### src/rtl/note_frame_controller.sv
// Control FSM for the note-grid datapath: background sweep, timed lane shifts and
// box redraws, with a pixel-valid strobe delayed to match datapath latency.
module note_frame_controller #(
    parameter int unsigned GRID_W      = 240,
    parameter int unsigned GRID_H      = 180,
    parameter int unsigned BOX_SIZE    = 60,
    parameter int unsigned NUM_BOXES   = 12,
    parameter int unsigned TICK_CYCLES = 12500000,
    parameter int unsigned SONG_STEPS  = 112,
    parameter int unsigned PIPE_DEPTH  = 3
) (
    input  logic        clock,
    input  logic        reset,
    input  logic        start,
    output logic        shiftSong,
    output logic        writeToScreen,
    output logic        loadStartAddress,
    output logic        loadX,
    output logic        loadY,
    output logic        loadDefault,
    output logic        writeDefault,
    output logic        songDone,
    output logic [15:0] gridCounter,
    output logic [3:0]  boxCounter,
    output logic [14:0] pixelCount,
    output logic        vgaPlot,
    output logic        busy
);

    localparam int unsigned TICK_W     = 24;
    localparam int unsigned STEP_W_RAW = $clog2(SONG_STEPS + 1);
    localparam int unsigned STEP_W     = (STEP_W_RAW > 7) ? STEP_W_RAW : 7;
    localparam int unsigned FLUSH_W    = $clog2(PIPE_DEPTH + 1);

    typedef enum logic [3:0] {
        S_IDLE, S_DEFAULT, S_DEFAULT_FLUSH, S_WAIT, S_SHIFT,
        S_BOX_SETUP, S_BOX_DRAW, S_BOX_FLUSH, S_DONE
    } state_t;

    state_t               state, nextState;
    logic [7:0]           gridX, gridY, nextGridX, nextGridY;
    logic [7:0]           pixX, nextPixX;
    logic [6:0]           pixY, nextPixY;
    logic [3:0]           boxCount, nextBox;
    logic [TICK_W-1:0]    tickCount, nextTick;
    logic [STEP_W-1:0]    stepCount, nextStep;
    logic [FLUSH_W-1:0]   flushCount, nextFlush;
    logic [PIPE_DEPTH-1:0] plotPipe;

    // Next-state, counter updates, and strobes decoded from the next state
    always_comb begin
        nextState  = state;
        nextGridX  = gridX;
        nextGridY  = gridY;
        nextPixX   = pixX;
        nextPixY   = pixY;
        nextBox    = boxCount;
        nextTick   = tickCount;
        nextStep   = stepCount;
        nextFlush  = flushCount;
        unique case (state)
            S_IDLE: begin
                if (start) begin
                    nextState = S_DEFAULT;
                    nextGridX = '0;
                    nextGridY = '0;
                end
            end
            S_DEFAULT: begin
                if (gridY == 8'(GRID_H - 1)) begin
                    if (gridX == 8'(GRID_W - 1)) begin
                        nextState = S_DEFAULT_FLUSH;
                        nextFlush = '0;
                    end else begin
                        nextGridY = '0;
                        nextGridX = gridX + 8'd1;
                    end
                end else begin
                    nextGridY = gridY + 8'd1;
                end
            end
            S_DEFAULT_FLUSH: begin
                if (flushCount == FLUSH_W'(PIPE_DEPTH - 1)) begin
                    nextState = S_WAIT;
                    nextGridX = '0;
                    nextGridY = '0;
                    nextTick  = '0;
                end else begin
                    nextFlush = flushCount + FLUSH_W'(1);
                end
            end
            S_WAIT: begin
                if (tickCount == TICK_W'(TICK_CYCLES - 1)) begin
                    nextState = S_SHIFT;
                end else begin
                    nextTick = tickCount + TICK_W'(1);
                end
            end
            S_SHIFT: begin
                nextStep = stepCount + STEP_W'(1);
                if (nextStep == STEP_W'(SONG_STEPS)) begin
                    nextState = S_DONE;
                end else begin
                    nextState = S_BOX_SETUP;
                    nextBox   = 4'd1;
                    nextPixX  = '0;
                    nextPixY  = '0;
                end
            end
            S_BOX_SETUP: begin
                nextState = S_BOX_DRAW;
            end
            S_BOX_DRAW: begin
                if (pixY == 7'(BOX_SIZE - 1)) begin
                    if (pixX == 8'(BOX_SIZE - 1)) begin
                        if (boxCount < 4'(NUM_BOXES)) begin
                            nextState = S_BOX_SETUP;
                            nextBox   = boxCount + 4'd1;
                            nextPixX  = '0;
                            nextPixY  = '0;
                        end else begin
                            nextState = S_BOX_FLUSH;
                            nextFlush = '0;
                        end
                    end else begin
                        nextPixY = '0;
                        nextPixX = pixX + 8'd1;
                    end
                end else begin
                    nextPixY = pixY + 7'd1;
                end
            end
            S_BOX_FLUSH: begin
                if (flushCount == FLUSH_W'(PIPE_DEPTH - 1)) begin
                    nextState = S_WAIT;
                    nextBox   = '0;
                    nextPixX  = '0;
                    nextPixY  = '0;
                    nextTick  = '0;
                end else begin
                    nextFlush = flushCount + FLUSH_W'(1);
                end
            end
            S_DONE: begin
                nextState = S_IDLE;
                nextStep  = '0;
            end
            default: nextState = S_IDLE;
        endcase
    end

    always_ff @(posedge clock or negedge reset) begin
        if (!reset) begin
            state            <= S_IDLE;
            gridX            <= '0;
            gridY            <= '0;
            pixX             <= '0;
            pixY             <= '0;
            boxCount         <= '0;
            tickCount        <= '0;
            stepCount        <= '0;
            flushCount       <= '0;
            plotPipe         <= '0;
            shiftSong        <= 1'b0;
            writeToScreen    <= 1'b0;
            loadStartAddress <= 1'b0;
            loadX            <= 1'b0;
            loadY            <= 1'b0;
            loadDefault      <= 1'b0;
            writeDefault     <= 1'b0;
            songDone         <= 1'b0;
            busy             <= 1'b0;
        end else begin
            state            <= nextState;
            gridX            <= nextGridX;
            gridY            <= nextGridY;
            pixX             <= nextPixX;
            pixY             <= nextPixY;
            boxCount         <= nextBox;
            tickCount        <= nextTick;
            stepCount        <= nextStep;
            flushCount       <= nextFlush;
            // Pixel-valid delay line tracks the datapath pipeline
            plotPipe         <= (plotPipe << 1) | PIPE_DEPTH'(loadDefault | loadX);
            shiftSong        <= (nextState == S_SHIFT);
            writeToScreen    <= (nextState == S_BOX_DRAW) || (nextState == S_BOX_FLUSH);
            loadStartAddress <= (nextState == S_BOX_SETUP);
            loadX            <= (nextState == S_BOX_DRAW);
            loadY            <= (nextState == S_BOX_DRAW);
            loadDefault      <= (nextState == S_DEFAULT);
            writeDefault     <= (nextState == S_DEFAULT) || (nextState == S_DEFAULT_FLUSH);
            songDone         <= (nextState == S_DONE);
            busy             <= (nextState != S_IDLE);
        end
    end

    assign gridCounter = {gridX, gridY};
    assign pixelCount  = {pixX, pixY};
    assign boxCounter  = boxCount;
    assign vgaPlot     = plotPipe[PIPE_DEPTH-1];

endmodule

### config.mk
export PLATFORM = sky130hd
export DESIGN_NAME = note_frame_controller
export DESIGN_NICKNAME = d
export VERILOG_FILES = /design/src/rtl/note_frame_controller.sv
export SDC_FILE = /design/constraint.sdc
export NUM_CORES = 1
export LEC_CHECK = 0
export CAP_MARGIN = 40
export CORE_UTILIZATION = 27
export DETAILED_ROUTE_END_ITERATION = 8
export RECOVER_POWER = 25
export REMOVE_ABC_BUFFERS = 1
export SLEW_MARGIN = 20
export SYNTH_ARGS = -nofsm -noshare
export SYNTH_HDL_FRONTEND = slang
export SYNTH_SLANG_ARGS = --single-unit
### constraint.sdc
create_clock -name clock -period 2.4 [get_ports clock]
set_clock_uncertainty 0.2 [all_clocks]
set_input_delay 0.36 -clock clock [delete_from_list [all_inputs] [get_ports clock]]
set_output_delay 0.36 -clock clock [all_outputs]
set_load 0.05 [all_outputs]
# After elaboration in Yosys (flattened, before gate mapping)
# Index checks and enable logic that the tools add are counted.
[op_classes]
mux = 46
order_cmp = 1
n_mul = 0
div = 0
bitwise_logic = 2
add_sub_neg = 8
n_shift = 0
n_eq_ne = 39
n_reduce_logical = 17
[ops]
columns = ["op", "count"]
rows = [
  ["8-bit two-way mux", 10],
  ["8-bit case mux with 3 select lines", 3],
  ["4-bit two-way mux", 13],
  ["24-bit two-way mux", 2],
  ["24-bit case mux with 2 select lines", 1],
  ["7-bit two-way mux", 5],
  ["4-bit by 3-bit == test with 1-bit output (second input constant)", 8],
  ["4-bit case mux with 7 select lines", 1],
  ["2-bit inequality test (second input constant)", 13],
  ["24-bit by 1-bit adder with 24-bit output (second input constant)", 1],
  ["8-bit by 1-bit adder with 8-bit output (second input constant)", 3],
  ["24-bit == test (second input constant)", 1],
  ["7-bit case mux with 3 select lines", 1],
  ["8-bit == test (second input constant)", 2],
  ["7-bit by 1-bit adder with 7-bit output (second input constant)", 2],
  ["2-bit two-way mux", 7],
  ["7-bit case mux with 2 select lines", 1],
  ["4-bit by 2-bit == test with 1-bit output (second input constant)", 3],
  ["4-bit case mux with 3 select lines", 1],
  ["5-bit AND reduction", 2],
  ["3-bit nonzero test", 3],
  ["4-bit by 1-bit == test with 1-bit output (second input constant)", 2],
  ["4-bit == test (second input constant)", 2],
  ["8-bit by 6-bit == test with 1-bit output (second input constant)", 1],
  ["21 further kinds", 25],
]
[word_totals]
out_inout_bits = 45
ramBits = 0
mem_count = 0
regBits = 83
rom_bits = 0
input_bits = 3
wordCells = 131
latch_bits = 0

# Logic depth before layout (Yosys ltp)
# Gate-level depths: netlist of the first run.
[depth]
ltp_word = 7
depth_mapped = 9
ltp_nobuf = 8

# Worst setup path after synthesis of the first run
# No wires, ideal clock.
[synth_timing]
path_type = "reg-to-reg"
from = "register pixY[0]"
to = "register pixX[7]"
t_arrival_ns = 2.326
setup_time_ns = 0.124
slack_ns = -0.250
path_stages_with_launch = 8
required_ns = 2.076
path_cell_list = "dfrtp_1 -> ha_1 -> nand2_1 -> or4_4 -> o21ai_4 -> nand4_1 -> and3_1 -> a211o_1"
[synth_via]
elab_chain_len = 3
[synth_rtl]
columns = ["item", "line", "source"]
rows = [
  ["from (decl)", "43", "logic [6:0] pixY, nextPixY;"],
  ["from (signal assigned)", "178", "pixY <= nextPixY;"],
  ["7-bit by 6-bit == test with 1-bit output", "114", "if (pixY == 7'(BOX_SIZE - 1)) begin"],
  ["2-bit inequality test (no line)", "-", ""],
  ["5-bit AND reduction (no line)", "-", ""],
  ["to (signal assigned)", "177", "pixX <= nextPixX;"],
  ["to (decl)", "42", "logic [7:0] pixX, nextPixX;"],
]
# Every way passes these cells.
# A chain may end at the register's enable or synchronous reset.

# Worst setup path in the final report of the first run
[layout_timing]
from = "register gridY[1]"
to = "register gridX[6]"
[layout_via]
elab_chain_len = 3
[layout_rtl]
columns = ["item", "line", "source"]
rows = [
  ["from (decl)", "41", "logic [7:0] gridX, gridY, nextGridX, nextGridY;"],
  ["from (signal assigned)", "176", "gridY <= nextGridY;"],
  ["8-bit == test", "70", "if (gridY == 8'(GRID_H - 1)) begin"],
  ["2-bit inequality test (no line)", "-", ""],
  ["5-bit AND reduction (no line)", "-", ""],
  ["to (signal assigned)", "175", "gridX <= nextGridX;"],
  ["to (decl)", "41", ""],
]
# Every way passes these cells.

==> results of run 1 <==
[logic make-up after synthesis]
| family | synth area share, % |
|---|---|
| simple gates | 27.9 |
| fa+ha+maj | 2.45 |
| buf+inv | 3.10 |
| xor+xnor | 5.91 |
| mux | 1.39 |
| flops | 45.2 |
| compound gates | 14.1 |
[state kept, by name, indices dropped and copies added, names as in the netlist, 2 cells and up]
name,count
tickCount,24
stepCount,7
state,4
boxCounter,4
pixX,8
plotPipe,3
flushCount,2
gridX,8
pixY,7
gridY,8
[report_power, final]
group          switching [mW]  total (mW)  internal, mW
Clock                   0.588        1.53         0.946
Combinational          0.0293      0.0343       0.00506
Sequential                  0        1.40          1.40
[worst paths after layout]
check | start | to | slack (ns) | cells after the start
max | gridY[1] | gridX[6] | 0.09 | 9
min in group asynchronous | reset | plotPipe[2] | 0.50 | 2
min reg2reg | plotPipe[0] | plotPipe[1] | 0.15 | 0
min | plotPipe[0] | plotPipe[1] | 0.15 | 0
max reg2reg | gridY[1] | gridX[6] | 0.09 | 9
max in group asynchronous | reset | boxCounter[2] | 0.41 | 3
[what timing repair did]
action                     in CTS  in global routing
setup endpoints to repair       1                 26
pin swaps                       0                 13
buffers inserted                0                 15
resized for setup               1                 25
hold buffers                    1                  0
hold endpoints to repair       33                  0
[final cells by class]
type / count / area [sq um]
Fill cell: 1695 / 10400
Inverter: 18 / 67.6
Clock inverter: 5 / 85.1
Tap cell: 220 / 275
Timing Repair Buffer: 105 / 911
Multi-Input combinational cell: 378 / 2510
Clock buffer: 11 / 243
Sequential cell: 83 / 2080
[layer usage]
metal | up-vias | part of all wire (%) | routed length (microns)
li1 | 1990 | - | -
met1 | 2001 | 47 | 5580
met2 | 79 | 47 | 5560
met3 | 13 | 4.1 | 485
met4 | 0 | 1.5 | 178
met5 | - | 0 | 0
[synthesized netlist by cell type (9+ instances only)]
library cell and instances:
nand3_1 16, nor3_1 17, o31ai_1 9, a31oi_1 9, nand2_1 55, dfrtp_1 83
ha_1 9, nor2_1 59, inv_1 17, nand4_1 15, a21oi_1 21, and3_1 15
o21ai_0 22, xor2_1 23
[per-stage QoR]
| step | utilization (%) | area [sq um] | setup TNS (ns) |
|---|---|---|---|
| finish | 37.2 | 6160 | 0 |
| global route | 37.2 | 6160 | -0.352 |
| CTS | 35.8 | 5940 | 0 |
| detailed placement | 33.7 | 5590 | -0.0179 |
| global placement | 33.7 | 5590 | 0 |
| floorplan | - | 4520 | -1.83 |
==> metrics.txt, run 1 <==
total of max-cap violations=0; CTS H-Tree Depth=3; #FFs+latches synth=just over 80; average routed wire per standard cell=~14 microns; row count=47; Post-synth top flop=dfrtp_1; final setup margin=0.0920 ns; hpwl dp=8.36 mm; drt initial violations=between 200 and 250; Yosys cell types=66; DR vias=4083; first-pass GRT wire length=19.5 mm; Critical Path RT=2.42 ns; Worst-path clk slew=0.06 ns; worst path cell trace=ha_4 > nand4_1 > or4_4 > o21ai_4 > buf_6 > buf_6 > nand4_1 > xor2_1 > nor2_1; Hold Fails Final Rpt=0; Post-Syn Area per Cell=9.28 sq um; GRT met3 Usage=2.64%; core footprint=approximately 17000 sq um; Yosys top cell area share=a little under half; Slew @ Worst Pin=0.924 ns; Die ar.=17500 sq um; Syn. warnings=0; Worst setup EP type=register; CP peak stage delay=roughly 0.53 ns; post-synth top area cell=dfrtp_1; Post-Place Cells=788; PwrDens=481 nW/um^2; vias in the first global route=3934; max-slew violations=0; ANT cells=0; worst-skew pair later-pin latency=0.34 ns; # setup viols final=0; Post-Route WL=roughly 12 mm; FFs w/ async S/R, synth=100%; clock sink count=83; proportion of layout cells with a drive suffix above 1=approximately a fifth; initial core utilization=27.7%; Port Buf Inserts=47; final hold slack=approximately 0.15 ns; initial antenna violation count=0; Pwr Total=2.97 mW; Area Growth Syn to Fin=34.1%; GRT Overall Usage=13.9%; commonest non-fill, non-tap cell in the layout=dfrtp_1; Post-Syn Instances=between 400 and 500; synth top area cells=dfrtp_1 45%, nor2_1 4.8%, nand2_1 4.5%; drt first pass iters=4; most frequent cells in the layout=83 x dfrtp_1, 58 x nor2_1, 55 x nand2_1, 54 x buf_4, 46 x clkdlybuf4s50_1; GRT Max-Usage Layer=met2; outcome=finished clean; min-delay worst type=reg2reg; fin cells=820; Final nets=607; Tmin final=2.31 ns; number of enable flip-flop cells after synthesis=0; TritonCTS Buffers=9; largest net degree at the start of global routing=36; RePlAce Congestion=slightly below 0.9; Leakage Power=2.55 nW; RSZ-0062 raised after global routing=yes; met2 usage=a little over a fifth; I/O Pins=48; fin crit share=96.2%; worst-path maximum fanout=4; worst setup path category=reg2reg; peak supply drop=around 0.30 mV; highest clock rate=0.433 GHz; Global Route met1 Usage=18.9%; die height=132 microns; slew margin rel.=38.4%; Die Span X=132 microns; root buffer cell=clkbuf_16; Seq/Total Area, Yosys=a little under half; Top Family by Delay on Critical Path=simple AND/OR/NAND/NOR gates; CP Data Arrival Time=2.33 ns; Final ANT Viol Nets=0; WP buf/inv=2; netlist area before placement=4600 sq um; Startpoint Class=register; Slowest cell on crit path=or4_4; Via density=4.98; CTS tree=built; grt ovf=0; DR DRC count=0; clock tree buffer depth=2; pre-CTS WS=-0.0179 ns
(Power assumes the default switching activity.)
==> inputs of run 2 (changes only) <==
--- a/config.mk
+++ b/config.mk
@@ -10,6 +10,7 @@
 export DETAILED_ROUTE_END_ITERATION = 8
 export RECOVER_POWER = 25
 export REMOVE_ABC_BUFFERS = 1
+export SETUP_SLACK_MARGIN = 0.5
 export SLEW_MARGIN = 20
 export SYNTH_ARGS = -nofsm -noshare
 export SYNTH_HDL_FRONTEND = slang
==> run 2 against run 1 <==
Effect of this change: register-to-register slack is essentially flat; core utilization grew 6.1 points; first-iteration DRC count shrank 6.5%; combinational power grew 1%; global-route usage grew 1.4 points; total power grew 0.49%; fmax grew 0.35%; sequential share of layout area shrank 4.6 points; clock-buffer cell count is the same; worst hold slack is essentially flat; routed wire length grew 18%; critical endpoint is now gridX[7]; highest routed layer unchanged.
==> metrics.txt, run 2 (synthesis results as in run 1) <==
outcome=finished clean; root buffer cell=clkbuf_16; R2R depth=7 (-2); Startpoint Class=register; final hold slack=0.150 ns (+0.000369 ns); CP Data Arrival Time=2.38 ns (+0.05 ns); Critical Path RT=2.48 ns (+0.06 ns); vias in the first global route=4365 (+11%); PwrDens=415 nW/um^2 (-14%); worst setup path startpoint=gridY[0]; reg-to-reg endpoint=gridX[7]; largest net degree at the start of global routing=36 (unchanged); fin cells=871 (+6.2%); average routed wire per standard cell=15.9 microns (+11%); Slew @ Worst Pin=0.925 ns (+0.00113 ns); origin of the critical flop-to-flop path=gridY[0]; final core utilization=43.3% (+6.1 points); Global Route met1 Usage=19.7% (+0.72 points); RSZ-0062 raised after global routing=yes; Worst-path clk slew=0.07 ns (about the same); CTS H-Tree Depth=3 (unchanged); worst setup path category=reg2reg; ANT cells=0 (unchanged); max-slew violations=0 (unchanged); Psw=0.632 mW (+2.3%); first-pass GRT wire length=21.5 mm (+10%); Area Growth Syn to Fin=56.3%; slew margin rel.=38.3% (-0.075 points); initial antenna violation count=0 (unchanged); Hold Fails Final Rpt=0 (unchanged); clock tree buffer depth=2 (unchanged); Post-Place Cells=788 (unchanged); hpwl dp=8.36 mm (unchanged); r2r setup slk=0.10 ns (about the same); clock sink count=83 (unchanged); initial core utilization=27.7% (unchanged); Pwr Total=2.98 mW (+0.49%); drt initial violations=200 (-6.5%); Final ANT Viol Nets=0 (unchanged); max reg flops=24 (unchanged); GRT Overall Usage=15.3% (+1.4 points); Die Span X=132 microns (unchanged); Tmin final=2.30 ns (-0.00811 ns); fin crit share=95.8% (-0.34 points); TritonCTS Buffers=9 (unchanged); Port Buf Inserts=47 (unchanged); min-delay worst type=reg2reg; HP Start=plotPipe[0]; clock network power share=51.9% (+0.2 points); total of max-cap violations=0 (unchanged); drt first pass iters=5 (+1); core footprint=16600 sq um (unchanged); met2 usage=24.9% (+3.3 points); internal power=2.35 mW (about the same); RePlAce Congestion=0.895 (unchanged); Post-Route WL=13.9 mm (+18%); # setup viols final=0 (unchanged); Die ar.=17500 sq um (unchanged); Largest Register=tickCount; most frequent cells in the layout=76 x dfrtp_1, 76 x buf_4, 52 x nor2_1, 48 x nand2_1, 30 x buf_6; worst setup path endpoint=gridX[7]; peak supply drop=0.314 mV (+4.4%); sequential power share=46.9% (-0.2 points); Leakage Power=3.10 nW (+21%); proportion of layout cells with a drive suffix above 1=42.1% (+23 points); Final nets=658 (+8.4%); Worst setup EP type=register; CTS tree=built; sw frac=21.2% (+0.38 points); highest clock rate=0.435 GHz (+0.35%); setup TNS=0 ns (unchanged); GRT Max-Usage Layer=met2; grt ovf=0 (unchanged); worst-skew pair later-pin latency=0.35 ns (about the same); I/O Pins=48 (unchanged); Comb power frac=1.2% (about the same); row count=47 (unchanged); die height=132 microns (unchanged); worst-path maximum fanout=3 (-1); Via density=5.18 (+3.9%); DR DRC count=0 (unchanged); GRT met3 Usage=2.91% (+0.27 points); DR vias=4508 (+10%)
run 2: worst max-delay path, cell delays in order, from the launching register on:
cell and delay, ns:
dfrtp_1 0.39, ha_2 0.21, nand4_1 0.15, or4_4 0.47
o21ai_4 0.21, nand4_4 0.13, or3_4 0.35, a21oi_2 0.13
run 2: per-stage QoR:
step	setup WS (ns)	cell area [sq um]
5_1_grt	-0.0235	7180
2_1_floorplan	-0.250	4520
3_5_place_dp	-0.0179	5590
4_1_cts	0.163	6670
3_3_place_gp	0.0209	5590
6_report	0.100	7180
run 2: area by class of cell:
type / instances / area [sq um]
clock buffers: 11 / 243
clock inverters: 5 / 85.1
fillers: 1550 / 9400
inverters: 18 / 67.6
multi-input cells: 378 / 3080
flip-flops and latches: 83 / 2090
well taps: 220 / 275
repair buffers: 156 / 1340
run 2: power by group through the flow:
stage / sequential, mW / clock, mW / combinational (mW)
detailed placement: 1.42 / 0 / 0.0400
global placement: 1.42 / 0 / 0.0389
global route: 1.40 / 1.65 / 0.0417
floorplan: 1.43 / 0 / 0.0000182
finish: 1.40 / 1.55 / 0.0348
CTS: 1.40 / 1.57 / 0.0411
run 2: how the worst min path moves through the flow:
stage                                to  slack (ns)  cells after the start
after CTS                   plotPipe[1]        0.15                      0
after global routing        plotPipe[1]        0.16                      0
final                       plotPipe[1]        0.15                      0
after floorplan           boxCounter[0]       -0.14                      0
after global placement      plotPipe[1]        0.14                      0
after detailed placement    plotPipe[1]        0.14                      0
run 2: per-layer routing:
metal / share of wire [%] / vias to the layer above
met2: 50 / 136
met3: 4.1 / 36
met1: 43 / 2235
li1: - / 2101
met4: 2.7 / 0
met5: 0 / -
run 2: timing repair:
item / 4_1_cts / 5_1_grt
buffers inserted: 39 / 26
gates resized for setup: 181 / 103
gates cloned: 0 / 1
hold buffers: 1 / 0
setup endpoints to repair: 114 / 96
hold endpoints to repair: 33 / 0
pin swaps: 50 / 45
